## src/rtl/mem_port_arbiter_if.sv

```systemverilog
// rtl/mem_port_arbiter_if.sv - bus bundle between pipeline stages, port arbiter and memory
//
// Purpose: groups the fetch, data-stage and memory-side signals of mem_port_arbiter.
// Modports:
//   slave  - arbiter view: takes requests and memReadData, drives grants, valids,
//            read data, memory address/write strobe and stalls.
//   master - pipeline/memory view: the opposite directions.
// Signals:
//   fetchReq/fetchAddress -> fetchGrant/fetchValid/fetchData      instruction fetch
//   dataReq/dataWrite/dataAddress/dataWriteValue
//                         -> dataGrant/dataValid/dataReadValue    load/store
//   memAddress/memWriteData/memWriteEnable <- memReadData         memory instance
//   stallFetch/stallData                                          pipeline freeze
interface mem_port_arbiter_if #(
    parameter int WIDTH = 8
);
    logic             fetchReq;
    logic [WIDTH-1:0] fetchAddress;
    logic             fetchGrant;
    logic             fetchValid;
    logic [WIDTH-1:0] fetchData;

    logic             dataReq;
    logic             dataWrite;
    logic [WIDTH-1:0] dataAddress;
    logic [WIDTH-1:0] dataWriteValue;
    logic             dataGrant;
    logic             dataValid;
    logic [WIDTH-1:0] dataReadValue;

    logic [WIDTH-1:0] memAddress;
    logic [WIDTH-1:0] memWriteData;
    logic             memWriteEnable;
    logic [WIDTH-1:0] memReadData;

    logic             stallFetch;
    logic             stallData;

    modport slave (
        input  fetchReq, fetchAddress,
        input  dataReq, dataWrite, dataAddress, dataWriteValue,
        input  memReadData,
        output fetchGrant, fetchValid, fetchData,
        output dataGrant, dataValid, dataReadValue,
        output memAddress, memWriteData, memWriteEnable,
        output stallFetch, stallData
    );

    modport master (
        output fetchReq, fetchAddress,
        output dataReq, dataWrite, dataAddress, dataWriteValue,
        output memReadData,
        input  fetchGrant, fetchValid, fetchData,
        input  dataGrant, dataValid, dataReadValue,
        input  memAddress, memWriteData, memWriteEnable,
        input  stallFetch, stallData
    );
endinterface

```

## src/rtl/mem_port_arbiter.sv

```systemverilog
// rtl/mem_port_arbiter.sv - shares one memory port between instruction fetch and data access
//
// Purpose: serialises fetch reads and data loads/stores onto a single memory port,
// waits a fixed memory latency, returns read data with a one-cycle valid pulse and
// raises stalls while a requester waits.
// Ports:
//   clock  - system clock, rising edge
//   reset  - asynchronous active-low reset
//   bus    - mem_port_arbiter_if.slave (requests, grants, valids, memory port, stalls)
// Parameters: WIDTH (data/address bits), MEMLATENCY (1..15), MAXSTREAK (1..15).
// Build option: MEM_ARB_ROUND_ROBIN_EN - strict alternation under contention instead of
// data priority with a starvation limit; MAXSTREAK and the streak counter go away.
module mem_port_arbiter #(
    parameter int WIDTH      = 8,
    parameter int MEMLATENCY = 1
`ifndef MEM_ARB_ROUND_ROBIN_EN
    ,
    parameter int MAXSTREAK  = 4
`endif
) (
    input  logic               clock,
    input  logic               reset,
    mem_port_arbiter_if.slave  bus
);

    typedef enum logic [1:0] {
        ST_IDLE   = 2'd0,
        ST_ACCESS = 2'd1,
        ST_DONE   = 2'd2
    } state_t;

    localparam logic [3:0] LP_CNT_INIT = 4'(MEMLATENCY - 1);

    state_t           r_state;
    logic [3:0]       r_cnt;
    logic             r_first;
    logic             r_owner_data;
    logic             r_write;
    logic             r_we;
    logic             r_fetch_valid;
    logic             r_data_valid;
    logic [WIDTH-1:0] r_addr;
    logic [WIDTH-1:0] r_wdata;
    logic [WIDTH-1:0] r_fetch_data;
    logic [WIDTH-1:0] r_data_rd;

    logic w_arb_open;
    logic w_data_wins;
    logic w_data_grant;
    logic w_fetch_grant;
    logic w_accept;

`ifdef MEM_ARB_ROUND_ROBIN_EN
    logic r_last_data;
    // Under contention the side that did not win last time goes next.
    assign w_data_wins = bus.dataReq & ~(bus.fetchReq & r_last_data);
`else
    localparam logic [3:0] LP_STREAK_MAX = 4'(MAXSTREAK);
    logic [3:0] r_streak;
    // Data has priority until it has starved a waiting fetch MAXSTREAK times.
    assign w_data_wins = bus.dataReq & ~(bus.fetchReq & (r_streak == LP_STREAK_MAX));
`endif

    assign w_arb_open    = (r_state == ST_IDLE) || (r_state == ST_DONE);
    assign w_data_grant  = w_arb_open & w_data_wins;
    assign w_fetch_grant = w_arb_open & bus.fetchReq & ~w_data_wins;
    assign w_accept      = w_data_grant | w_fetch_grant;

    always_ff @(posedge clock or negedge reset) begin
        if (!reset) begin
            r_state       <= ST_IDLE;
            r_cnt         <= 4'd0;
            r_first       <= 1'b0;
            r_owner_data  <= 1'b0;
            r_write       <= 1'b0;
            r_we          <= 1'b0;
            r_fetch_valid <= 1'b0;
            r_data_valid  <= 1'b0;
            r_addr        <= '0;
            r_wdata       <= '0;
            r_fetch_data  <= '0;
            r_data_rd     <= '0;
`ifdef MEM_ARB_ROUND_ROBIN_EN
            r_last_data   <= 1'b0;
`else
            r_streak      <= 4'd0;
`endif
        end else begin
            r_we          <= 1'b0;
            r_fetch_valid <= 1'b0;
            r_data_valid  <= 1'b0;

`ifdef MEM_ARB_ROUND_ROBIN_EN
            if (w_accept) begin
                r_last_data <= w_data_grant;
            end
`else
            if (!bus.fetchReq || w_fetch_grant) begin
                r_streak <= 4'd0;
            end else if (w_data_grant && (r_streak != LP_STREAK_MAX)) begin
                r_streak <= r_streak + 4'd1;
            end
`endif

            case (r_state)
                ST_IDLE, ST_DONE: begin
                    if (w_accept) begin
                        r_owner_data <= w_data_grant;
                        r_addr       <= w_data_grant ? bus.dataAddress : bus.fetchAddress;
                        r_write      <= w_data_grant & bus.dataWrite;
                        r_we         <= w_data_grant & bus.dataWrite;
                        if (w_data_grant) begin
                            r_wdata <= bus.dataWriteValue;
                        end
                        r_first      <= 1'b1;
                        r_cnt        <= LP_CNT_INIT;
                        r_state      <= ST_ACCESS;
                    end else begin
                        r_state      <= ST_IDLE;
                    end
                end
                ST_ACCESS: begin
                    // The first ACCESS cycle is the address-issue cycle; the memory's
                    // MEMLATENCY cycles are counted after it, so read data is sampled
                    // at grant edge + MEMLATENCY + 1.
                    if (r_first) begin
                        r_first <= 1'b0;
                    end else if (r_cnt != 4'd0) begin
                        r_cnt <= r_cnt - 4'd1;
                    end else begin
                        if (!r_write) begin
                            if (r_owner_data) begin
                                r_data_rd <= bus.memReadData;
                            end else begin
                                r_fetch_data <= bus.memReadData;
                            end
                        end
                        r_data_valid  <= r_owner_data;
                        r_fetch_valid <= ~r_owner_data;
                        r_state       <= ST_DONE;
                    end
                end
                default: begin
                    r_state <= ST_IDLE;
                end
            endcase
        end
    end

    assign bus.fetchGrant     = w_fetch_grant;
    assign bus.dataGrant      = w_data_grant;
    assign bus.fetchValid     = r_fetch_valid;
    assign bus.dataValid      = r_data_valid;
    assign bus.fetchData      = r_fetch_data;
    assign bus.dataReadValue  = r_data_rd;
    assign bus.memAddress     = r_addr;
    assign bus.memWriteData   = r_wdata;
    assign bus.memWriteEnable = r_we;
    assign bus.stallFetch     = bus.fetchReq & ~w_fetch_grant;
    assign bus.stallData      = bus.dataReq & ~w_data_grant;

endmodule
```

## src/flat_wrapper.sv

```systemverilog
// flat-port wrapper written by rule: the top's interface ports become plain ports
module mem_port_arbiter_flat 
#(
    parameter int WIDTH      = 8,
    parameter int MEMLATENCY = 1

    ,
    parameter int MAXSTREAK  = 4

)
  (clock, reset, bus_fetchReq, bus_fetchAddress, bus_dataReq, bus_dataWrite, bus_dataAddress, bus_dataWriteValue, bus_memReadData, bus_fetchGrant, bus_fetchValid, bus_fetchData, bus_dataGrant, bus_dataValid, bus_dataReadValue, bus_memAddress, bus_memWriteData, bus_memWriteEnable, bus_stallFetch, bus_stallData);
  mem_port_arbiter_if #(.WIDTH(WIDTH)) bus_i ();
  input  logic clock;
  input  logic reset;
  input wire logic [$bits(bus_i.fetchReq)-1:0] bus_fetchReq;
  input wire logic [$bits(bus_i.fetchAddress)-1:0] bus_fetchAddress;
  input wire logic [$bits(bus_i.dataReq)-1:0] bus_dataReq;
  input wire logic [$bits(bus_i.dataWrite)-1:0] bus_dataWrite;
  input wire logic [$bits(bus_i.dataAddress)-1:0] bus_dataAddress;
  input wire logic [$bits(bus_i.dataWriteValue)-1:0] bus_dataWriteValue;
  input wire logic [$bits(bus_i.memReadData)-1:0] bus_memReadData;
  output wire logic [$bits(bus_i.fetchGrant)-1:0] bus_fetchGrant;
  output wire logic [$bits(bus_i.fetchValid)-1:0] bus_fetchValid;
  output wire logic [$bits(bus_i.fetchData)-1:0] bus_fetchData;
  output wire logic [$bits(bus_i.dataGrant)-1:0] bus_dataGrant;
  output wire logic [$bits(bus_i.dataValid)-1:0] bus_dataValid;
  output wire logic [$bits(bus_i.dataReadValue)-1:0] bus_dataReadValue;
  output wire logic [$bits(bus_i.memAddress)-1:0] bus_memAddress;
  output wire logic [$bits(bus_i.memWriteData)-1:0] bus_memWriteData;
  output wire logic [$bits(bus_i.memWriteEnable)-1:0] bus_memWriteEnable;
  output wire logic [$bits(bus_i.stallFetch)-1:0] bus_stallFetch;
  output wire logic [$bits(bus_i.stallData)-1:0] bus_stallData;
  assign bus_i.fetchReq = bus_fetchReq;
  assign bus_i.fetchAddress = bus_fetchAddress;
  assign bus_i.dataReq = bus_dataReq;
  assign bus_i.dataWrite = bus_dataWrite;
  assign bus_i.dataAddress = bus_dataAddress;
  assign bus_i.dataWriteValue = bus_dataWriteValue;
  assign bus_i.memReadData = bus_memReadData;
  assign bus_fetchGrant = bus_i.fetchGrant;
  assign bus_fetchValid = bus_i.fetchValid;
  assign bus_fetchData = bus_i.fetchData;
  assign bus_dataGrant = bus_i.dataGrant;
  assign bus_dataValid = bus_i.dataValid;
  assign bus_dataReadValue = bus_i.dataReadValue;
  assign bus_memAddress = bus_i.memAddress;
  assign bus_memWriteData = bus_i.memWriteData;
  assign bus_memWriteEnable = bus_i.memWriteEnable;
  assign bus_stallFetch = bus_i.stallFetch;
  assign bus_stallData = bus_i.stallData;
  mem_port_arbiter #(.WIDTH(WIDTH), .MEMLATENCY(MEMLATENCY), .MAXSTREAK(MAXSTREAK)) u_core (.clock(clock), .reset(reset), .bus(bus_i));
endmodule
```

## config.mk

```make
export PLATFORM = sky130hd
export DESIGN_NAME = mem_port_arbiter_flat
export DESIGN_NICKNAME = d
export VERILOG_FILES = /design/src/rtl/mem_port_arbiter_if.sv /design/src/rtl/mem_port_arbiter.sv /design/src/flat_wrapper.sv
export SDC_FILE = /design/constraint.sdc
export NUM_CORES = 1
export LEC_CHECK = 0
export ABC_AREA = 1
export CORE_MARGIN = 5
export CORE_UTILIZATION = 40
export CTS_CLUSTER_SIZE = 20
export DETAILED_ROUTE_END_ITERATION = 10
export PLACE_DENSITY = 0.76
export SYNTH_ARGS = -nofsm -noshare
export SYNTH_HDL_FRONTEND = slang
export SYNTH_SLANG_ARGS = --single-unit
```

## constraint.sdc

```tcl
create_clock -name clock -period 1.45 [get_ports clock]
set_clock_uncertainty 0.15 [all_clocks]
set_input_delay 0.145 -clock clock [delete_from_list [all_inputs] [get_ports clock]]
set_output_delay 0.145 -clock clock [all_outputs]
set_load 0.01 [all_outputs]
```

# --- Word-level counts from Yosys, hierarchy flattened ---
# Cells that the tools add are included.
totals:
  input_bits: 37
  out_inout_bits: 39
  wordCells: 77
  regBits: 48
op_classes:
  n_eq_ne: 8
  n_reduce_logical: 16
  addsub: 2
  muxes: 21
  bitwise_logic: 17
ops:
  columns: ["cell", "count"]
  rows:
  - ["$mux 4", 5]
  - ["$mux 1", 10]
  - ["$reduce_and 5->1", 2]
  - ["$and 1x1->1", 8]
  - ["$mux 8", 1]
  - ["$not 1->1", 8]
  - ["$pmux 4 s2", 1]
  - ["$reduce_and 2->1", 3]
  - ["$add 4x1->4 const B", 1]
  - ["$eq 4x3->1 const B", 1]
  - ["$mux 2", 2]
  - ["$ne 2x1->1 const B", 2]
  - ["$ne 2x2->1 const B", 2]
  - ["$ne 4x3->1 const B", 1]
  - ["$pmux 2 s2", 1]
  - ["$reduce_and 4->1", 1]
  - ["$reduce_bool 2->1", 2]
  - ["$reduce_bool 4->1", 1]
  - ["$sub 4x1->4 const B", 1]
  - ["$reduce_and 3->1", 1]
  - ["$eq 2x1->1 const B", 1]
  - ["$eq 2x2->1 const B", 1]
  - ["$logic_not 2->1", 1]
  - ["$logic_or 1x1->1", 2]
  - ["other kinds (5)", 5]

# --- Depth between registers and ports, before layout ---
# Gate-level depths: netlist (run 1).
logic_depth:
  word_depth: 9
  mapped_depth: 9
  ltp_nobuf: 8

# --- Worst setup path before layout (run 1) ---
# OpenSTA, ideal clock, no wires.
synth_path:
  kind: "flip-flop to output port"
  start: "reg u_core.r_streak[0]"
  end: "out bus_stallData"
  required_time_ns: 1.155
  stages_incl_launch_ff: 8
  t_arrival_ns: 1.305
  setup_slack_ns: -0.150
  n_path_buf: 1
  cell_sequence: "dfrtp_1 inv_1 ha_1 nand4_1 nand2_2 nor2_4 buf_4 nor2_1"
synth_via:
  elab_chain_cells: 7
synth_rtl:
  columns: ["element", "line_no", "rtl"]
  rows:
  - ["start: declaration", "mem_port_arbiter.sv:59", "logic [3:0] r_streak;"]
  - ["start signal: assignment", "mem_port_arbiter.sv:101", "r_streak <= r_streak + 4'd1;"]
  - ["$eq 4x3->1", "mem_port_arbiter.sv:61", "assign w_data_wins = bus.dataReq & ~(bus.fetchReq & (r_streak == LP_STREAK_MAX));"]
  - ["$and 1x1->1", "mem_port_arbiter.sv:61", null]
  - ["$not 1->1", "mem_port_arbiter.sv:61", null]
  - ["$and 1x1->1", "mem_port_arbiter.sv:61", null]
  - ["$and 1x1->1", "mem_port_arbiter.sv:65", "assign w_data_grant = w_arb_open & w_data_wins;"]
  - ["named net bus_dataGrant", "flat_wrapper.sv:25", "output wire logic [$bits(bus_i.dataGrant)-1:0] bus_dataGrant;"]
  - ["$not 1->1", "mem_port_arbiter.sv:160", "assign bus.stallData = bus.dataReq & ~w_data_grant;"]
  - ["$and 1x1->1", "mem_port_arbiter.sv:160", null]
  - ["end: declaration", "flat_wrapper.sv:32", "output wire logic [$bits(bus_i.stallData)-1:0] bus_stallData;"]
# The timed path passes the listed nets, and every way through them passes these cells.

# --- Final worst setup path (run 1) ---
layout_path:
  start: "reg u_core.r_streak[0]"
  end: "out bus_stallData"
layout_via:
  elab_chain_cells: 7
layout_rtl:
  columns: ["element", "line_no"]
  rows:
  - ["$eq 4x3->1", "mem_port_arbiter.sv:61"]
  - ["$and 1x1->1", "mem_port_arbiter.sv:61"]
  - ["$not 1->1", "mem_port_arbiter.sv:61"]
  - ["$and 1x1->1", "mem_port_arbiter.sv:61"]
  - ["$and 1x1->1", "mem_port_arbiter.sv:65"]
  - ["$not 1->1", "mem_port_arbiter.sv:160"]
  - ["$and 1x1->1", "mem_port_arbiter.sv:160"]
# Every way passes these cells.

==> results of run 1 <==
-- registers in the layout (all words and copies together) (netlist names) --
| register | cells |
|---|---|
| u_core.bus.memWriteEnable | 1 |
| u_core.bus.fetchValid | 1 |
| u_core.bus.memWriteData | 8 |
| u_core.r_cnt | 4 |
| u_core.r_first | 1 |
| u_core.bus.memAddress | 8 |
| u_core.r_state | 2 |
| u_core.r_write | 1 |
| u_core.bus.dataReadValue | 8 |
| u_core.bus.fetchData | 8 |
| u_core.r_owner_data | 1 |
| u_core.r_streak | 4 |
| u_core.bus.dataValid | 1 |
-- synthesized netlist by cell type, drive strengths merged --
| library cell | instances | area share (%) |
|---|---|---|
| nand2 | 70 | 13 |
| dfrtp | 48 | 59 |
| inv | 26 | 4.8 |
| o21ai | 24 | 5.9 |
| nand3 | 22 | 5.4 |
| nor2 | 10 | 2.6 |
| nand4 | 7 | 3.6 |
| buf | 6 | 1.9 |
| a21oi | 3 | 0.73 |
| ha | 3 | 1.8 |
| nor3 | 2 | 0.49 |
| clkbuf | 1 | 0.18 |
| o21bai | 1 | 0.37 |
| o22ai | 1 | 0.31 |
| xor2 | 1 | 0.43 |
-- worst paths after layout --
kind | from | endpoint | slack (ns)
hold reg to reg | u_core.bus.memWriteData[5] | u_core.bus.memWriteData[5] | 0.33
setup / recovery | u_core.r_streak[0] | bus_stallData | -0.31
min in group clock | bus_dataWriteValue[6] | u_core.bus.memWriteData[6] | 0.22
setup reg to reg | u_core.r_streak[0] | u_core.r_streak[2] | -0.13
max in group asynchronous | reset | u_core.r_state[1] | 0.72
hold / removal | reset | u_core.bus.fetchData[2] | 0.21
-- routing by layer --
layer / share of wire [%] / routed length (µm) / track usage [%]
met4: 2.1 / 119 / 5.48
met3: 7.0 / 399 / 5.48
met2: 52 / 2960 / 30.0
met1: 39 / 2250 / 22.5
met5: 0 / 0 / 0
-- worst max-delay path, cell delays in order (launching register included) --
cell,delay [ns]
dfrtp_1,0.41
inv_2,0.09
ha_4,0.11
nand4_1,0.11
nand2_2,0.16
nor2_4,0.07
nor2_2,0.09
buf_2,0.14
-- area by class of cell --
cell class                      instances  share of cell area [%]
Sequential cell                        48                    35.6
Timing Repair Buffer                  107                    29.2
Multi-Input combinational cell        146                    26.3
Inverter                               26                    3.41
Tap cell                               70                    2.59
Clock buffer                            5                    2.04
Clock inverter                          1                   0.889
-- kinds of logic after synthesis --
kind of cell	after synthesis	synth area share [%]
AO/OA/AOI/OAI	29	7.26
XOR/XNOR	1	0.427
adder cells (fa/ha/maj)	3	1.83
buffers and inverters	33	6.83
flip-flops	48	58.6
AND/OR/NAND/NOR	111	25.1
-- what timing repair did --
item	in CTS	in global routing
pin swaps	8	8
buffers inserted	4	4
gates resized for setup	81	21
hold endpoints to repair	48	0
hold buffers	1	0
cloned	2	0
setup endpoints to repair	80	47
-- stage by stage --
stage               total power, mW  setup TNS (ns)  cell area [µm²]  util, %
global route                   7.02           -7.13             3380     67.0
finish                         6.56           -3.46             3380     67.0
detailed placement             5.23           -8.57             3050     60.5
floorplan                      3.63          -0.949             2080        -
global placement               5.15           -7.45             3050     60.5
CTS                            6.26           -2.98             3280     65.1
-- cells in the final DEF, fill, tap and decap left out, types with 2 or more instances in the layout --
cell type / Yosys / layout
nand2_2: 2 / 10
nand4_1: 5 / 5
buf_6: 1 / 6
clkbuf_8: 0 / 5
clkdlybuf4s50_1: 0 / 35
buf_2: 4 / 4
nand2_1: 68 / 57
a21oi_2: 0 / 2
nor3_2: 0 / 2
buf_4: 1 / 23
o21ai_1: 16 / 16
nor2_2: 0 / 3
nand2_4: 0 / 3
dlygate4sd2_1: 0 / 35
nor2_4: 2 / 2
inv_2: 1 / 5
dfrtp_1: 48 / 48
nand4_4: 2 / 4
nand3_1: 22 / 20
buf_12: 0 / 3
o21ai_0: 8 / 4
inv_1: 25 / 19
nor2_1: 8 / 5
ha_4: 0 / 2
o21ai_2: 0 / 4
-- power by group through the flow --
stage / Sequential (mW) / Clock [mW] / Combinational (mW)
after floorplan: 2.49 / 0 / 1.14
after global placement: 2.25 / 0 / 2.90
after detailed placement: 2.28 / 0 / 2.96
after CTS: 2.27 / 0.925 / 3.07
after global routing: 2.37 / 0.992 / 3.66
final: 2.29 / 0.905 / 3.36
==> flow_summary_export.csv, run 1 <==
group,metric,value,unit
sta,maxSlewViolCount,0,
global_routing,grt_overflow,0,
setup_path,cp-end-kind,"primary output",
power,power.switching,2.55,mW
route,viasPerCell,4.80,
route,vias,1934,
sta,min_period,1.76,ns
floorplan,die_w,81.6,µm
route,ant_nets,0,
global_routing,grtUsageTotal,18.0,%
sta,rsz0062_at_grt,"true",
yosys,synth_nets,265,
sta,fin_crit_sh,122,%
yosys,ys_seq_area_share,58.6,%
floorplan,ioPinCount,76,
status,status,"finished with violations",
finish,n_antenna_cell,0,
placed_design,dp_hpwl,3.71,mm
global_routing,antenna_found_initial,0,
min_path,hold_path.class,"input pin to asynchronous set/reset pin",
yosys,yosys_warnings,0,
setup_path,path_class,"flip-flop to primary output",
run,drv_cap,0,
finish,register_area,1200,µm²
finish,area_delta_synth_final,64.7,%
setup_path,ff2ff_path_depth,9,
clocking,cts-htree-levels,2,
sta,slew_headroom,77.8,%
finish,multi_input_area,888,µm²
power,irDropWorstVdd,1040,µV
sta,max_freq,0.567,GHz
yosys,synthesis.area,2050,µm²
global_routing,grt_pass1_wl,9.14,mm
route,wl_per_cell,14.2,µm
power,power.internal,4.01,mW
finish,fillers,379,
global_routing,grt_max_degree,49,
finish,nNetsFinal,374,
power,pwr-share-clk,13.8,%
placed_design,dp.cells,386,
sta,whs,0.208,ns
setup_path,critical_path_required,1.15,ns
route,firstDrtPassIters,4,
sta,worst_slack,-0.314,ns
yosys,synthCells,225,
clocking,cts_tree,"done",
power,p_sw_share,38.9,%
sta,hold_viol,0,
clocking,clockBufferDepth,2,
route,drc,0,
power,comb_power_share,51.2,%
finish,stdcell_count,403,
clocking,cts_buffers,5,
placed_design,pre_cts_ws,-0.489,ns
floorplan,num_rows,26,
finish,drive_gt1_share,25.2,%
floorplan,die_area,6660,µm²
setup_path,path_max_fanout,3,
route,drtIter0Drc,165,
clocking,cts_root_buf,"clkbuf_8",
clocking,clk_pin_slew_worst_paths,0.08,ns
status,violations,"setup timing",
yosys,avgSynthCellArea,9.11,µm²
floorplan,fp.dieH,81.6,µm
floorplan,start_util,40.7,%
power,p_leak,1.68,nW
sta,setup_violations,42,
power,seq_power_share,35.0,%
floorplan,core_area,5040,µm²
placed_design,port_buffers,75,
setup_path,worst_ep_arrival_time,1.47,ns
power,cellPowerDensity,1940,nW/µm²
sta,tightestPinTransition,0.332,ns
clocking,cts.sinks,48,
yosys,synth_seq_cells,48,
route,routed_wl,5.73,mm
placed_design,gp_congestion,0.769,
clocking,insertion_delay,0.30,ns
global_routing,grt_pass1_vias,1922,
setup_path,start_kind,"flip-flop",
yosys,ys_types,22,
Note: power is estimated with default switching activity, not from simulation.
==> run 2, diff against run 1 <==
- CORE_ASPECT_RATIO: default -> 0.75
- GPL_TIMING_DRIVEN: default -> 0
==> flow_summary_export.csv, run 2 (synthesis results as in run 1) <==
group,metric,value,unit
setup_path,cp-end-kind,"primary output",
finish,drive_gt1_share,34.0,%
finish,final_area,3540,µm²
global_routing,grt_pass1_wl,9.33,mm
placed_design,placed_cell_area,2910,µm²
setup_path,r2r_start,"u_core.r_streak[1]",
status,status,"finished with violations",
finish,nNetsFinal,384,
setup_path,ff2ff_path_depth,9,
finish,multi_input_area,967,µm²
finish,register_area,1200,µm²
clocking,cts_root_buf,"clkbuf_8",
setup_path,rrSetupSlack,-0.23,ns
run,drv_cap,0,
setup_path,path_max_fanout,4,
sta,worst_slack,-0.468,ns
route,ant_nets,0,
setup_path,reg2reg_to,"u_core.r_streak[0]",
setup_path,start_kind,"flip-flop",
global_routing,antenna_found_initial,0,
sta,setup_tns,-6.65,ns
placed_design,dp_hpwl,3.85,mm
sta,slew_headroom,70.3,%
global_routing,grtUsageTotal,17.9,%
sta,hold_viol,0,
finish,most-common-layout-cells,"47 x dfrtp_1, 45 x nand2_1, 35 x dlygate4sd2_1",
finish,n_antenna_cell,0,
finish,fillers,370,
placed_design,port_buffers,74,
route,viasPerCell,4.92,
clocking,cts_buffers,5,
status,violations,"setup timing",
power,p_leak,1.77,nW
clocking,clockBufferDepth,2,
placed_design,gp_congestion,0.738,
sta,max_freq,0.521,GHz
floorplan,ioPinCount,76,
global_routing,grt_pass1_vias,1943,
finish,area_delta_synth_final,72.5,%
route,drc,0,
min_path,hold_path.class,"input pin to asynchronous set/reset pin",
sta,min_period,1.92,ns
route,wl_per_cell,15.9,µm
finish,final_common_cell,"dfrtp_1",
clocking,cts.sinks,48,
sta,rsz0062_at_grt,"true",
floorplan,die_area,6670,µm²
sta,setup_violations,44,
sta,tightestPinTransition,0.445,ns
power,irDropWorstVdd,796,µV
route,firstDrtPassIters,4,
floorplan,core_area,4930,µm²
route,routed_wl,6.41,mm
setup_path,path_class,"flip-flop to primary output",
route,drtIter0Drc,118,
floorplan,fp.dieH,72.0,µm
clocking,cts-htree-levels,2,
sta,fin_crit_sh,132,%
setup_path,worst_ep_arrival_time,1.62,ns
clocking,clk_pin_slew_worst_paths,0.09,ns
floorplan,start_util,41.6,%
sta,maxSlewViolCount,0,
floorplan,num_rows,22,
clocking,cts_tree,"done",
power,cellPowerDensity,1820,nW/µm²
global_routing,grt_overflow,0,
clocking,insertion_delay,0.29,ns
route,vias,1988,
global_routing,grt_max_degree,39,
floorplan,die_w,92.7,µm
setup_path,critical_path_required,1.15,ns
## run 2: cell count changes in the layout (fill, tap and decap cells not counted), moves of 3 or more
| cell | change |
|---|---|
| o21ai_1 | -12 |
| nand3_1 | -3 |
| buf_6 | +12 |
| nand2_4 | +7 |
| dlygate4sd3_1 | +3 |
| nand2_2 | +5 |
| nand2_1 | -12 |
| o21ai_2 | +11 |
| inv_4 | +3 |
| nand3_2 | +3 |
## run 2: worst max-delay path by stage
| stage | start | endpoint | slack [ns] | cells past startpoint |
|---|---|---|---|---|
| 2_1_floorplan | u_core.r_streak[1] | u_core.bus.memWriteData[0] | -0.1 | 9 |
| 5_1_grt | u_core.r_streak[1] | bus_stallData | -0.57 | 8 |
| 6_report | u_core.r_streak[1] | bus_stallData | -0.47 | 8 |
| 4_1_cts | u_core.r_streak[1] | bus_stallData | -0.40 | 8 |
| 3_3_place_gp | reset | u_core.bus.memWriteData[2] | -1.30 | 1 |
| 3_5_place_dp | bus_dataReq | bus_dataGrant | -0.78 | 5 |
## run 2: worst max-delay path, cell delays in order (launching register included)
cell and delay, ns:
dfrtp_1 0.42, inv_2 0.09, ha_4 0.12, nand4_1 0.16, nand2_4 0.17, nor2_4 0.05
buf_6 0.12, nor2_4 0.10, buf_6 0.10
## run 2: metrics by stage
stage | power (mW) | worst slack, ns | std cells | hold WS, ns | util (%)
floorplan | 3.63 | -0.0985 | 225 | -0.301 | -
global placement | 4.95 | -1.30 | 359 | 0.303 | 58.8
detailed placement | 5.06 | -0.784 | 360 | -0.117 | 59.1
CTS | 5.93 | -0.402 | 396 | 0.0386 | 67.1
global route | 6.89 | -0.567 | 404 | 0.141 | 71.8
finish | 6.44 | -0.468 | 404 | 0.120 | 71.8
## run 2: final cells by class
class	count	area share (%)
multi-input cells	144	27.3
well taps	60	2.12
plain buffers	7	1.77
repair buffers	112	29.6
clock inverters	1	0.141
clock buffers	6	2.05
inverters	26	2.97
flip-flops and latches	48	34.0
## run 2: timing repair
action / CTS / global route
hold buffers: 4 / 0
gates cloned: 3 / 0
setup endpoints to repair: 82 / 50
pin swaps: 4 / 7
setup buffers: 22 / 10
gates resized for setup: 99 / 48
endpoints found under the hold margin: 49 / 0
## run 2: per-layer routing
metal	track usage [%]	wire length, µm	part of all wire (%)
met2	31.4	3350	52
met3	5.08	418	6.5
met1	21.8	2550	40
met4	5.37	87	1.4
met5	0	0	0
## run 2: report_power, final
part | switching (mW) | internal (mW)
sequential | 0.447 | 1.93
clock | 0.420 | 0.329
combinational | 1.72 | 1.60
==> run 3, diff against run 2 <==
- CELL_PAD_IN_SITES_DETAIL_PLACEMENT: default -> 1
- CELL_PAD_IN_SITES_GLOBAL_PLACEMENT: default -> 1
- CORE_UTILIZATION: 40 -> 34
- PLACE_DENSITY: 0.76 -> default
- PLACE_DENSITY_LB_ADDON: default -> 0.1
- clock period: 1.45 -> 2.5 ns (I/O delays scaled with it)
==> flow_summary_export.csv, run 3 (synthesis results as in run 1) <==
group,metric,value,unit
floorplan,die_area,7700,µm²
route,wl_per_cell,14.1,µm
sta,tightestPinTransition,0.454,ns
power,irDropWorstVdd,392,µV
global_routing,antenna_found_initial,0,
global_routing,grt_overflow,0,
finish,drive_gt1_share,8.63,%
route,vias,1789,
global_routing,grt_max_degree,38,
setup_path,worst_ep_arrival_time,1.93,ns
clocking,cts_buffers,5,
route,met1_length,2.48,mm
sta,rsz0062_at_grt,"false",
route,ant_nets,0,
setup_path,cp-end-kind,"primary output",
sta,slew_headroom,69.7,%
clocking,cts.sinks,48,
min_path,hold_path.class,"input pin to flip-flop",
floorplan,num_rows,24,
floorplan,core_area,5830,µm²
floorplan,fp.dieH,77.3,µm
setup_path,crit_path_cell_trace,"inv_1 -> ha_1 -> nand4_1 -> nand2_4 -> nand2_1 -> inv_1 -> nor2_1 -> clkdlybuf4s50_1",
route,top_layer,"met4",
setup_path,critical_path_required,2.10,ns
route,routed_wl,5.51,mm
finish,n_antenna_cell,0,
floorplan,ioPinCount,76,
clocking,cts_root_buf,"clkbuf_8",
clocking,cts_tree,"done",
placed_design,pre_cts_ws,0.0372,ns
power,power.switching,1.26,mW
power,cellPowerDensity,1100,nW/µm²
power,p_leak,1.48,nW
placed_design,port_buffers,74,
route,dr_wl_met2,2.53,mm
sta,max_freq,0.430,GHz
setup_path,crit_slowest_cell,"clkdlybuf4s50_1",
power,seq_power_share,39.6,%
sta,whs,0.107,ns
run,drv_cap,0,
sta,min_period,2.33,ns
placed_design,gp_congestion,0.713,
finish,final_common_cell,"clkdlybuf4s50_1",
floorplan,die_w,99.7,µm
finish,fillers,683,
clocking,cts-htree-levels,2,
global_routing,grtUsageTotal,15.3,%
power,comb_power_share,46.1,%
floorplan,start_util,35.2,%
power,p_sw_share,37.5,%
global_routing,grt_pass1_vias,1931,
setup_path,start_kind,"flip-flop",
route,viasPerCell,4.58,
finish,register_area,1200,µm²
route,drtIter0Drc,51,
clocking,insertion_delay,0.30,ns
sta,worst_slack,0.173,ns
clocking,clk_pin_slew_worst_paths,0.09,ns
route,firstDrtPassIters,4,
sta,hold_viol,0,
finish,nNetsFinal,352,
clocking,clockBufferDepth,2,
setup_path,path_class,"flip-flop to primary output",
status,status,"finished, final reports clean",
power,power,3.36,mW
sta,setup_violations,0,
global_routing,grt_pass1_wl,9.49,mm
route,routed-wl-met3,448,µm
sta,fin_crit_sh,93.1,%
power,power.internal,2.10,mW
setup_path,max_stage_delay,0.54,ns
power,pwr-share-clk,14.3,%
finish,most-common-layout-cells,"70 x clkdlybuf4s50_1, 68 x nand2_1, 48 x dfrtp_1",
setup_path,path_max_fanout,3,
sta,maxSlewViolCount,0,
finish,area_delta_synth_final,48.5,%
setup_path,crit_path_frequent_cell,"inv_1",
placed_design,dp_hpwl,4.27,mm
route,drc,0,
finish,multi_input_area,714,µm²
[run 3: cell count changes in the layout (fill, tap and decap cells not counted), moves of 6 or more]
| cell | delta |
|---|---|
| clkdlybuf4s50_1 | +36 |
| dlygate4sd2_1 | -34 |
| nand2_1 | +23 |
| buf_6 | -17 |
| buf_4 | -16 |
| o21ai_2 | -15 |
| nand2_2 | -14 |
| o21ai_1 | +12 |
| nand2_4 | -9 |
| inv_1 | +6 |
[run 3: metrics by stage]
step	setup TNS [ns]	area, µm²	std cells	util, %
2_1_floorplan	0	2050	225	-
3_5_place_dp	0	2900	378	49.8
4_1_cts	0	3030	389	51.9
6_report	0	3050	391	52.3
5_1_grt	0	3050	391	52.3
3_3_place_gp	-19.76	2890	377	49.6
[run 3: critical path, delay by kind of cell, from the launching register on]
kind	cells	cell delay, ns
adders and majority gates	1	0.18
buffers and inverters	3	0.67
DFF	1	0.39
and+or+nand+nor	4	0.39
[run 3: repair_timing]
item / 4_1_cts / 5_1_grt
gates resized for setup: 2 / 2
hold endpoints to repair: 48 / 0
setup buffers: 2 / 2
pin swaps: 3 / 1
endpoints found under the setup margin: 4 / 3
cloned: 0 / 0
hold buffers: 1 / 0
[run 3: final cells by class]
cell class                      count  share of cell area [%]
Multi-Input combinational cell    144                    23.5
Clock inverter                      3                   0.781
Sequential cell                    48                    39.4
Buffer                              7                    1.40
Tap cell                           78                    3.20
Clock buffer                        5                    2.26
Inverter                           26                    3.20
Timing Repair Buffer               80                    26.3
[run 3: power groups by stage]
stage               Combinational [mW]  Clock, mW  Sequential (mW)
CTS                               1.58      0.492             1.34
detailed placement                1.57          0             1.35
floorplan                        0.625          0             1.44
global placement                  1.53          0             1.33
global route                      1.70      0.523             1.38
finish                            1.55      0.480             1.33
[run 3: final timing paths]
| check | to | slack, ns | start | depth (start not counted) |
|---|---|---|---|---|
| setup / recovery | bus_stallFetch | 0.17 | u_core.r_streak[1] | 8 |
| hold / removal | u_core.r_streak[3] | 0.11 | bus_fetchReq | 3 |
| setup reg to reg | u_core.bus.fetchData[6] | 0.66 | u_core.r_cnt[0] | 8 |
| hold reg to reg | u_core.bus.memWriteData[0] | 0.33 | u_core.bus.memWriteData[0] | 2 |
| max in group asynchronous | u_core.bus.memAddress[3] | 1.50 | reset | 3 |
| min in group asynchronous | u_core.bus.memWriteData[6] | 0.21 | reset | 2 |
[run 3: metal layers]
layer	track usage (%)	vias to the layer above
met5	0	-
met4	3.27	0
met3	6.53	4
met2	24.8	46
met1	19.0	846
li1	-	893
